<file path="config.mk">
export PLATFORM = sky130hd
export DESIGN_NAME = dispatch_stage
export DESIGN_NICKNAME = d
export VERILOG_FILES = /design/src/rtl/dispatch_stage.sv
export SDC_FILE = /design/constraint.sdc
export NUM_CORES = 1
export LEC_CHECK = 0
export BUFFER_PORTS_ARGS = -buffer_cell sky130_fd_sc_hd__buf_4
export CORE_AREA = 2 2 179 181
export DETAILED_ROUTE_END_ITERATION = 8
export DIE_AREA = 0 0 181 183
export PLACE_DENSITY = 0.63
export SLEW_MARGIN = 20
export SYNTH_ARGS = -nofsm -noshare
export SYNTH_HDL_FRONTEND = slang
export SYNTH_SLANG_ARGS = --single-unit
</file>
<file path="constraint.sdc">
create_clock -name clk -period 7.7 [get_ports clk]
set_clock_uncertainty 0.15 [all_clocks]
set_input_delay 1.155 -clock clk [delete_from_list [all_inputs] [get_ports clk]]
set_output_delay 1.155 -clock clk [all_outputs]
set_load 0.05 [all_outputs]
</file>
<file path="src/rtl/dispatch_stage.sv">
// Purpose : RV32I decode/dispatch latch between the IQ and the ALU/LS/branch RSs and ROB.
// Latency : one cycle from IQ accept to the earliest dispatch strobe.
// Backpres: the stage holds one instruction and stalls on its class's resources.
//           While stalled it snoops the CDB, and it only takes the IQ head when the latch frees up.
// Ports   : iq_* in / iq_ready out; rs*_idx out, rs*_val/_v/_tag in (regfile); cdb_* in;
//           *_full, *_widx, br_resolve, flush in; *_load strobes, operands, tags, opcodes,
//           rsidx, trap, br_inflight, br_total out.
module dispatch_stage #(
  parameter int ALU_RS_SIZE  = 8,
  parameter int ALU_RS_IDX_W = 3,
  parameter int LS_RS_IDX_W  = 3,
  parameter int ROB_IDX_W    = 4,
  parameter int MAX_BR       = 2
) (
  input  logic                    clk,
  input  logic                    rst,
  input  logic                    iq_valid,
  input  logic [31:0]             iq_inst,
  input  logic [31:0]             iq_pc,
  output logic                    iq_ready,
  output logic [4:0]              rs1_idx,
  output logic [4:0]              rs2_idx,
  input  logic [31:0]             rs1_val,
  input  logic [31:0]             rs2_val,
  input  logic                    rs1_v,
  input  logic                    rs2_v,
  input  logic [ROB_IDX_W-1:0]    rs1_tag,
  input  logic [ROB_IDX_W-1:0]    rs2_tag,
  input  logic                    cdb_valid,
  input  logic [ROB_IDX_W-1:0]    cdb_tag,
  input  logic [31:0]             cdb_data,
  input  logic                    alu_full,
  input  logic                    ls_full,
  input  logic                    rob_full,
  input  logic [ALU_RS_IDX_W-1:0] alu_widx,
  input  logic [LS_RS_IDX_W-1:0]  ls_widx,
  input  logic                    br_resolve,
  input  logic                    flush,
  output logic                    alu_load,
  output logic                    ls_load,
  output logic                    br_load,
  output logic                    rob_load,
  output logic [31:0]             op_a,
  output logic [31:0]             op_b,
  output logic [31:0]             imm,
  output logic [31:0]             pc,
  output logic [31:0]             pc_base,
  output logic                    v1,
  output logic                    v2,
  output logic                    v3,
  output logic [ROB_IDX_W-1:0]    tag1,
  output logic [ROB_IDX_W-1:0]    tag2,
  output logic [4:0]              rd,
  output logic [31:0]             rsidx,
  output logic [2:0]              aluop,
  output logic [2:0]              memop,
  output logic [2:0]              cmpop,
  output logic                    trap,
  output logic [2:0]              br_inflight,
  output logic [31:0]             br_total
);

  typedef enum logic [2:0] {CLS_ALU, CLS_LOAD, CLS_STORE, CLS_BR, CLS_JUMP, CLS_ILL} cls_t;
  typedef enum logic {ST_RUN, ST_TRAP} state_t;

  localparam logic [6:0] OPC_LUI    = 7'b0110111;
  localparam logic [6:0] OPC_AUIPC  = 7'b0010111;
  localparam logic [6:0] OPC_OPIMM  = 7'b0010011;
  localparam logic [6:0] OPC_OP     = 7'b0110011;
  localparam logic [6:0] OPC_LOAD   = 7'b0000011;
  localparam logic [6:0] OPC_STORE  = 7'b0100011;
  localparam logic [6:0] OPC_BRANCH = 7'b1100011;
  localparam logic [6:0] OPC_JAL    = 7'b1101111;
  localparam logic [6:0] OPC_JALR   = 7'b1100111;

  state_t      state, state_nxt;
  logic        lat_vld;
  cls_t        lat_cls;

  // decode of the IQ head
  logic [6:0]  opc;
  logic [2:0]  f3;
  logic [31:0] imm_i, imm_s, imm_b, imm_u, imm_j;
  logic        r1_ok, r2_ok;
  logic [31:0] r1_dat, r2_dat;

  cls_t        d_cls;
  logic [31:0] d_op_a, d_op_b, d_imm, d_pc_base;
  logic        d_v1, d_v2, d_v3;
  logic [4:0]  d_rd;
  logic [2:0]  d_aluop, d_memop, d_cmpop;

  logic        req_met, fire, accept, br_inc, br_dec;

  assign opc     = iq_inst[6:0];
  assign f3      = iq_inst[14:12];
  assign rs1_idx = iq_inst[19:15];
  assign rs2_idx = iq_inst[24:20];

  assign imm_i = {{20{iq_inst[31]}}, iq_inst[31:20]};
  assign imm_s = {{20{iq_inst[31]}}, iq_inst[31:25], iq_inst[11:7]};
  assign imm_b = {{19{iq_inst[31]}}, iq_inst[31], iq_inst[7], iq_inst[30:25], iq_inst[11:8], 1'b0};
  assign imm_u = {iq_inst[31:12], 12'h000};
  assign imm_j = {{11{iq_inst[31]}}, iq_inst[31], iq_inst[19:12], iq_inst[20], iq_inst[30:21], 1'b0};

  // A producer broadcasting on the CDB in the accept cycle would otherwise be missed:
  // the regfile still reports it pending, and the snoop only starts next cycle.
  assign r1_ok  = rs1_v | (cdb_valid & (cdb_tag == rs1_tag));
  assign r2_ok  = rs2_v | (cdb_valid & (cdb_tag == rs2_tag));
  assign r1_dat = rs1_v ? rs1_val : cdb_data;
  assign r2_dat = rs2_v ? rs2_val : cdb_data;

  always_comb begin
    d_cls     = CLS_ILL;
    d_op_a    = '0;
    d_op_b    = '0;
    d_imm     = '0;
    d_pc_base = '0;
    d_v1      = 1'b1;
    d_v2      = 1'b1;
    d_v3      = 1'b1;
    d_rd      = '0;
    d_aluop   = '0;
    d_memop   = '0;
    d_cmpop   = '0;
    case (opc)
      OPC_LUI: begin
        d_cls = CLS_ALU; d_op_b = imm_u; d_imm = imm_u; d_rd = iq_inst[11:7];
      end
      OPC_AUIPC: begin
        d_cls = CLS_ALU; d_op_a = iq_pc; d_op_b = imm_u; d_imm = imm_u; d_rd = iq_inst[11:7];
      end
      OPC_OPIMM: begin
        d_cls = CLS_ALU; d_op_a = r1_dat; d_v1 = r1_ok; d_op_b = imm_i; d_imm = imm_i;
        d_rd = iq_inst[11:7]; d_aluop = f3;
      end
      OPC_OP: begin
        d_cls = CLS_ALU; d_op_a = r1_dat; d_v1 = r1_ok; d_op_b = r2_dat; d_v2 = r2_ok;
        d_rd = iq_inst[11:7]; d_aluop = f3;
      end
      OPC_LOAD: begin
        d_cls = CLS_LOAD; d_op_a = r1_dat; d_v1 = r1_ok; d_op_b = imm_i; d_imm = imm_i;
        d_rd = iq_inst[11:7]; d_memop = f3;
      end
      OPC_STORE: begin
        d_cls = CLS_STORE; d_op_a = r1_dat; d_v1 = r1_ok; d_op_b = r2_dat; d_v2 = r2_ok;
        d_imm = imm_s; d_memop = f3;
      end
      OPC_BRANCH: begin
        d_cls = CLS_BR; d_op_a = r1_dat; d_v1 = r1_ok; d_op_b = r2_dat; d_v2 = r2_ok;
        d_imm = imm_b; d_pc_base = iq_pc; d_cmpop = f3;
      end
      OPC_JAL: begin
        d_cls = CLS_JUMP; d_op_a = iq_pc; d_op_b = 32'd4; d_imm = imm_j; d_pc_base = iq_pc;
        d_rd = iq_inst[11:7];
      end
      OPC_JALR: begin
        // target base waits on rs1; it snoops with tag1 while the link operands are ready
        d_cls = CLS_JUMP; d_op_a = iq_pc; d_op_b = 32'd4; d_imm = imm_i; d_pc_base = r1_dat;
        d_v3 = r1_ok; d_rd = iq_inst[11:7];
      end
      default: d_cls = CLS_ILL;
    endcase
  end

  always_comb begin
    req_met = 1'b0;
    case (lat_cls)
      CLS_ALU:   req_met = !alu_full && !rob_full;
      CLS_LOAD:  req_met = !ls_full && !rob_full;
      CLS_STORE: req_met = !ls_full;
      CLS_BR:    req_met = 32'(br_inflight) < MAX_BR;
      CLS_JUMP:  req_met = !alu_full && !rob_full && (32'(br_inflight) < MAX_BR);
      default:   req_met = 1'b0;
    endcase
  end

  assign fire     = !rst && !flush && lat_vld && req_met;
  assign alu_load = fire && (lat_cls == CLS_ALU || lat_cls == CLS_JUMP);
  assign rob_load = fire && (lat_cls == CLS_ALU || lat_cls == CLS_LOAD || lat_cls == CLS_JUMP);
  assign ls_load  = fire && (lat_cls == CLS_LOAD || lat_cls == CLS_STORE);
  assign br_load  = fire && (lat_cls == CLS_BR || lat_cls == CLS_JUMP);

  assign iq_ready = !rst && state == ST_RUN && !flush && (!lat_vld || fire);
  assign accept   = iq_valid && iq_ready;
  assign trap     = state == ST_TRAP;

  always_comb begin
    rsidx = '0;
    if (lat_vld) begin
      if (lat_cls == CLS_ALU || lat_cls == CLS_JUMP) rsidx = 32'(alu_widx);
      else if (lat_cls == CLS_LOAD)                  rsidx = 32'(ls_widx) + 32'(ALU_RS_SIZE);
    end
  end

  always_comb begin
    state_nxt = state;
    case (state)
      ST_RUN:  if (!flush && lat_vld && lat_cls == CLS_ILL) state_nxt = ST_TRAP;
      ST_TRAP: if (flush) state_nxt = ST_RUN;
      default: state_nxt = ST_RUN;
    endcase
  end

  assign br_inc = br_load;
  assign br_dec = br_resolve && (br_inflight != 3'd0);

  always_ff @(posedge clk) begin
    if (rst) begin
      state       <= ST_RUN;
      lat_vld     <= 1'b0;
      lat_cls     <= CLS_ILL;
      op_a        <= '0;
      op_b        <= '0;
      imm         <= '0;
      pc          <= '0;
      pc_base     <= '0;
      v1          <= 1'b0;
      v2          <= 1'b0;
      v3          <= 1'b0;
      tag1        <= '0;
      tag2        <= '0;
      rd          <= '0;
      aluop       <= '0;
      memop       <= '0;
      cmpop       <= '0;
      br_inflight <= '0;
      br_total    <= '0;
    end else begin
      state <= state_nxt;

      if (flush) begin
        lat_vld <= 1'b0;
      end else if (accept) begin
        lat_vld <= 1'b1;
        lat_cls <= d_cls;
        op_a    <= d_op_a;
        op_b    <= d_op_b;
        imm     <= d_imm;
        pc      <= iq_pc;
        pc_base <= d_pc_base;
        v1      <= d_v1;
        v2      <= d_v2;
        v3      <= d_v3;
        tag1    <= rs1_tag;
        tag2    <= rs2_tag;
        rd      <= d_rd;
        aluop   <= d_aluop;
        memop   <= d_memop;
        cmpop   <= d_cmpop;
      end else if (fire) begin
        lat_vld <= 1'b0;
      end else if (lat_vld && cdb_valid) begin
        if (!v1 && tag1 == cdb_tag) begin op_a    <= cdb_data; v1 <= 1'b1; end
        if (!v2 && tag2 == cdb_tag) begin op_b    <= cdb_data; v2 <= 1'b1; end
        if (!v3 && tag1 == cdb_tag) begin pc_base <= cdb_data; v3 <= 1'b1; end
      end

      if (flush) br_inflight <= '0;
      else       br_inflight <= br_inflight + {2'b00, br_inc} - {2'b00, br_dec};

      if (br_inc) br_total <= br_total + 32'd1;
    end
  end

endmodule

</file>
==> results.md <==
* Fin cells at 2090
* Root Buffer: clkbuf_16
* Worst flop-to-flop path endpoint: pc_base[18]$_SDFFE_PP0P_
* Worst-case clock buffer depth at 3
* Fmax at 0.230 GHz
* End of the critical path: br_load
* Library cells used by synthesis at 61
* Worst rel slew slack at 0.179
* R2R Setup Slk at 3.97 ns
* H-tree level count at 1
* Synth area leader: dfxtp_1
* Final Power at 3.10 mW
* RSZ-0062 raised after global routing: no
* Hold Path Class: register to register
* CTS buffer count at 26
* Number of global-route vias before repair at 11300
* Clk Latency, worst-skew pair at 0.53 ns
* Initial antenna violation count at 1
* CTS sink count at 225
* CP arrival at 3.04 ns
* Synth Cell Area at 11400 sq um
* Post-synthesis sequential area ratio at 0.393
* Required time worst endpoint at 6.39 ns
* Worst R2R Start: lat_cls[0]$_SDFFE_PP1P_
* Clk slew on worst S/H paths at 0.06 ns
* Nets at 1863
* Via Count at 11800
* Worst-Margin Slew at 1.23 ns
* Post-route DRC at 0
* Hold Buf Count CTS at 0
* VDD IR max at 0.191 mV
* DRT iter0 DRCs at 857
* Wire per inst at 22.7 um
* DIE AREA at 33100 sq um
* Ys flop type: dfxtp_1
* Crit path launch: rst
* Row count at 65
* Final hold vios at 0
* Crit path capture type: output port
* P per Cell Area at 199 nW/um^2
* Mapped Avg Cell Area at 8.60 sq um
* Grt ovf at 0
* Die width at 181 um
* Final period utilization at 0.565
* Post-synthesis register bit count at 225
* CTS resizes at 0
* Area contributors post-synth: dfxtp_1, mux2i_1, nand2_1, mux2_2, a21oi_1
* Commonest cells in the netlist: dfxtp_1, nand2_1, a21oi_1
* Top-area cell type share of the netlist area at 0.393
* Initial core utilization at 0.367
* Pin count of the biggest net entering global routing at 134
* Area added between synthesis and finish at 36.0%
* Depth of the worst register-to-register path at 7
* Final min period at 4.35 ns
* Detailed placement HPWL at 33600 um
* Worst path max stage delay at 0.37 ns
* Warnings from Yosys at 0
* Layout cells sized above 1 at 0.324
* Syn Inst Count at 1331
* Overall routed net length at 47500 um
* Critical Path, Cell by Cell: buf_6 -> nor3b_1 -> nand2_1 -> a31o_2 -> nor2_1 -> buf_4
* Setup TNS at 0 ns
* First-pass GRT wire length at 70000 um
* Placer congestion estimate at 0.852
* Buffer count from post-CTS setup fixing at 0
* Critical Path Start Type: primary input
* Worst path slowest cell: nor3b_1
* Leak Pwr at 6.17 nW
* CTS tree: yes
* Core Region at 31200 sq um
* Max Slew Vio Count at 0
* Cells after DPL at 2043
* EDFF count, synth at 0
* Global Route Usage Sum at 0.272
* Hold path start: imm[10]$_SDFFE_PP0P_
* Detailed-router iteration count before antenna repair at 6
* Crit-path max FO at 115
* Status: complete, no violations
* Most frequent cell after synthesis: dfxtp_1
* Port bufs at 428
* Number of setup violations in the final report at 0
* Antenna-violating nets left at 0
* I/O pins at 457
* Async SR Flop Fraction at 0
* Die Y at 183 um
* Vias per inst at 5.66
* Kind of critical path: primary input to output port
* Max-cap viol count at 0
==> metrics by stage <==
step	instance area, sq um	hold WS (ns)	utilization	setup slack (ns)
after floorplan	11600	0.408	-	3.18
after global placement	14600	0.293	0.468	3.17
after detailed placement	14600	0.298	0.468	3.03
after CTS	15600	0.305	0.499	3.43
after global routing	15600	0.317	0.499	3.25
final	15600	0.304	0.499	3.35
==> layer usage <==
metal  track usage  wire length (um)
met1         0.350             19700
met2         0.441             21700
met3        0.0721              4400
met4        0.0969              1740
met5             0                 0
==> cell type report <==
| cell class | instances | area, sq um |
|---|---|---|
| clock buffer | 37 | 783 |
| inverter | 9 | 33.8 |
| fill | 3089 | 15700 |
| clock inverter | 9 | 173 |
| sequential | 225 | 4500 |
| multi-input combinational | 967 | 6260 |
| antenna | 1 | 2.50 |
| tap | 402 | 503 |
| timing repair buffer | 440 | 3320 |
==> cell usage in the layout (no fill, tap or decap), types with 8 or more instances in the layout <==
cell         n
o22ai_1     35
o31ai_1     10
a22oi_1     32
nor3_1      64
nand2_1    142
a21oi_1     93
nand4_1     25
and3_1      11
nand3_1     32
nor4_1      32
clkbuf_16   27
inv_1        9
o21bai_1    11
or3_1        9
xor2_1      31
a221oi_1    46
xnor2_1     13
buf_4      438
nor3b_1      8
conb_1      28
a211oi_1    32
dfxtp_1    225
o21ai_0     37
mux2i_1     83
mux2_2      43
nor2_1      80
==> logic make-up (layout without fill, tap and decap cells) <==
family / count (synthesis) / after routing / share of synthesized area
and+or+nand+nor: 444 / 444 / 0.190
AOI/OAI and AO/OA: 320 / 320 / 0.188
DFF: 225 / 225 / 0.393
buffers and inverters: 166 / 495 / 0.0731
muxes: 126 / 126 / 0.115
xor gates and xnor gates: 44 / 44 / 0.0337
adders and majority gates: 5 / 5 / 0.00612
other: 1 / 29 / 0.000328
==> registers in the layout, summed over array words and instances, names as in the netlist <==
register     flops
br_inflight      3
lat_vld          1
memop            3
trap             1
tag1             4
v1               1
tag2             4
v2               1
v3               1
pc_base         32
cmpop            3
br_total        32
imm             32
op_a            32
aluop            3
op_b            32
lat_cls          3
pc              32
rd               5
==> power breakdown <==
group / switching (mW) / internal [mW]
combinational: 0.333 / 0.172
clock: 0.510 / 0.870
sequential: 0.0223 / 1.20
==> how the worst min path moves through the flow <==
stage / endpoint / slack (ns) / cells past startpoint
CTS: rd[1]$_SDFFE_PP0P_ / 0.31 / 2
global placement: pc[19]$_SDFFE_PP0P_ / 0.29 / 2
detailed placement: aluop[1]$_SDFFE_PP0P_ / 0.30 / 2
finish: imm[10]$_SDFFE_PP0P_ / 0.30 / 2
global route: aluop[1]$_SDFFE_PP0P_ / 0.32 / 2
floorplan: lat_vld$_SDFFE_PP0P_ / 0.41 / 2
==> critical path, delay by kind of cell <==
family,cells,cell delay [ns]
AO/OA/AOI/OAI,1,0.33
buffers and inverters,2,0.53
AND/OR/NAND/NOR,3,0.89
(Power assumes the default switching activity.)
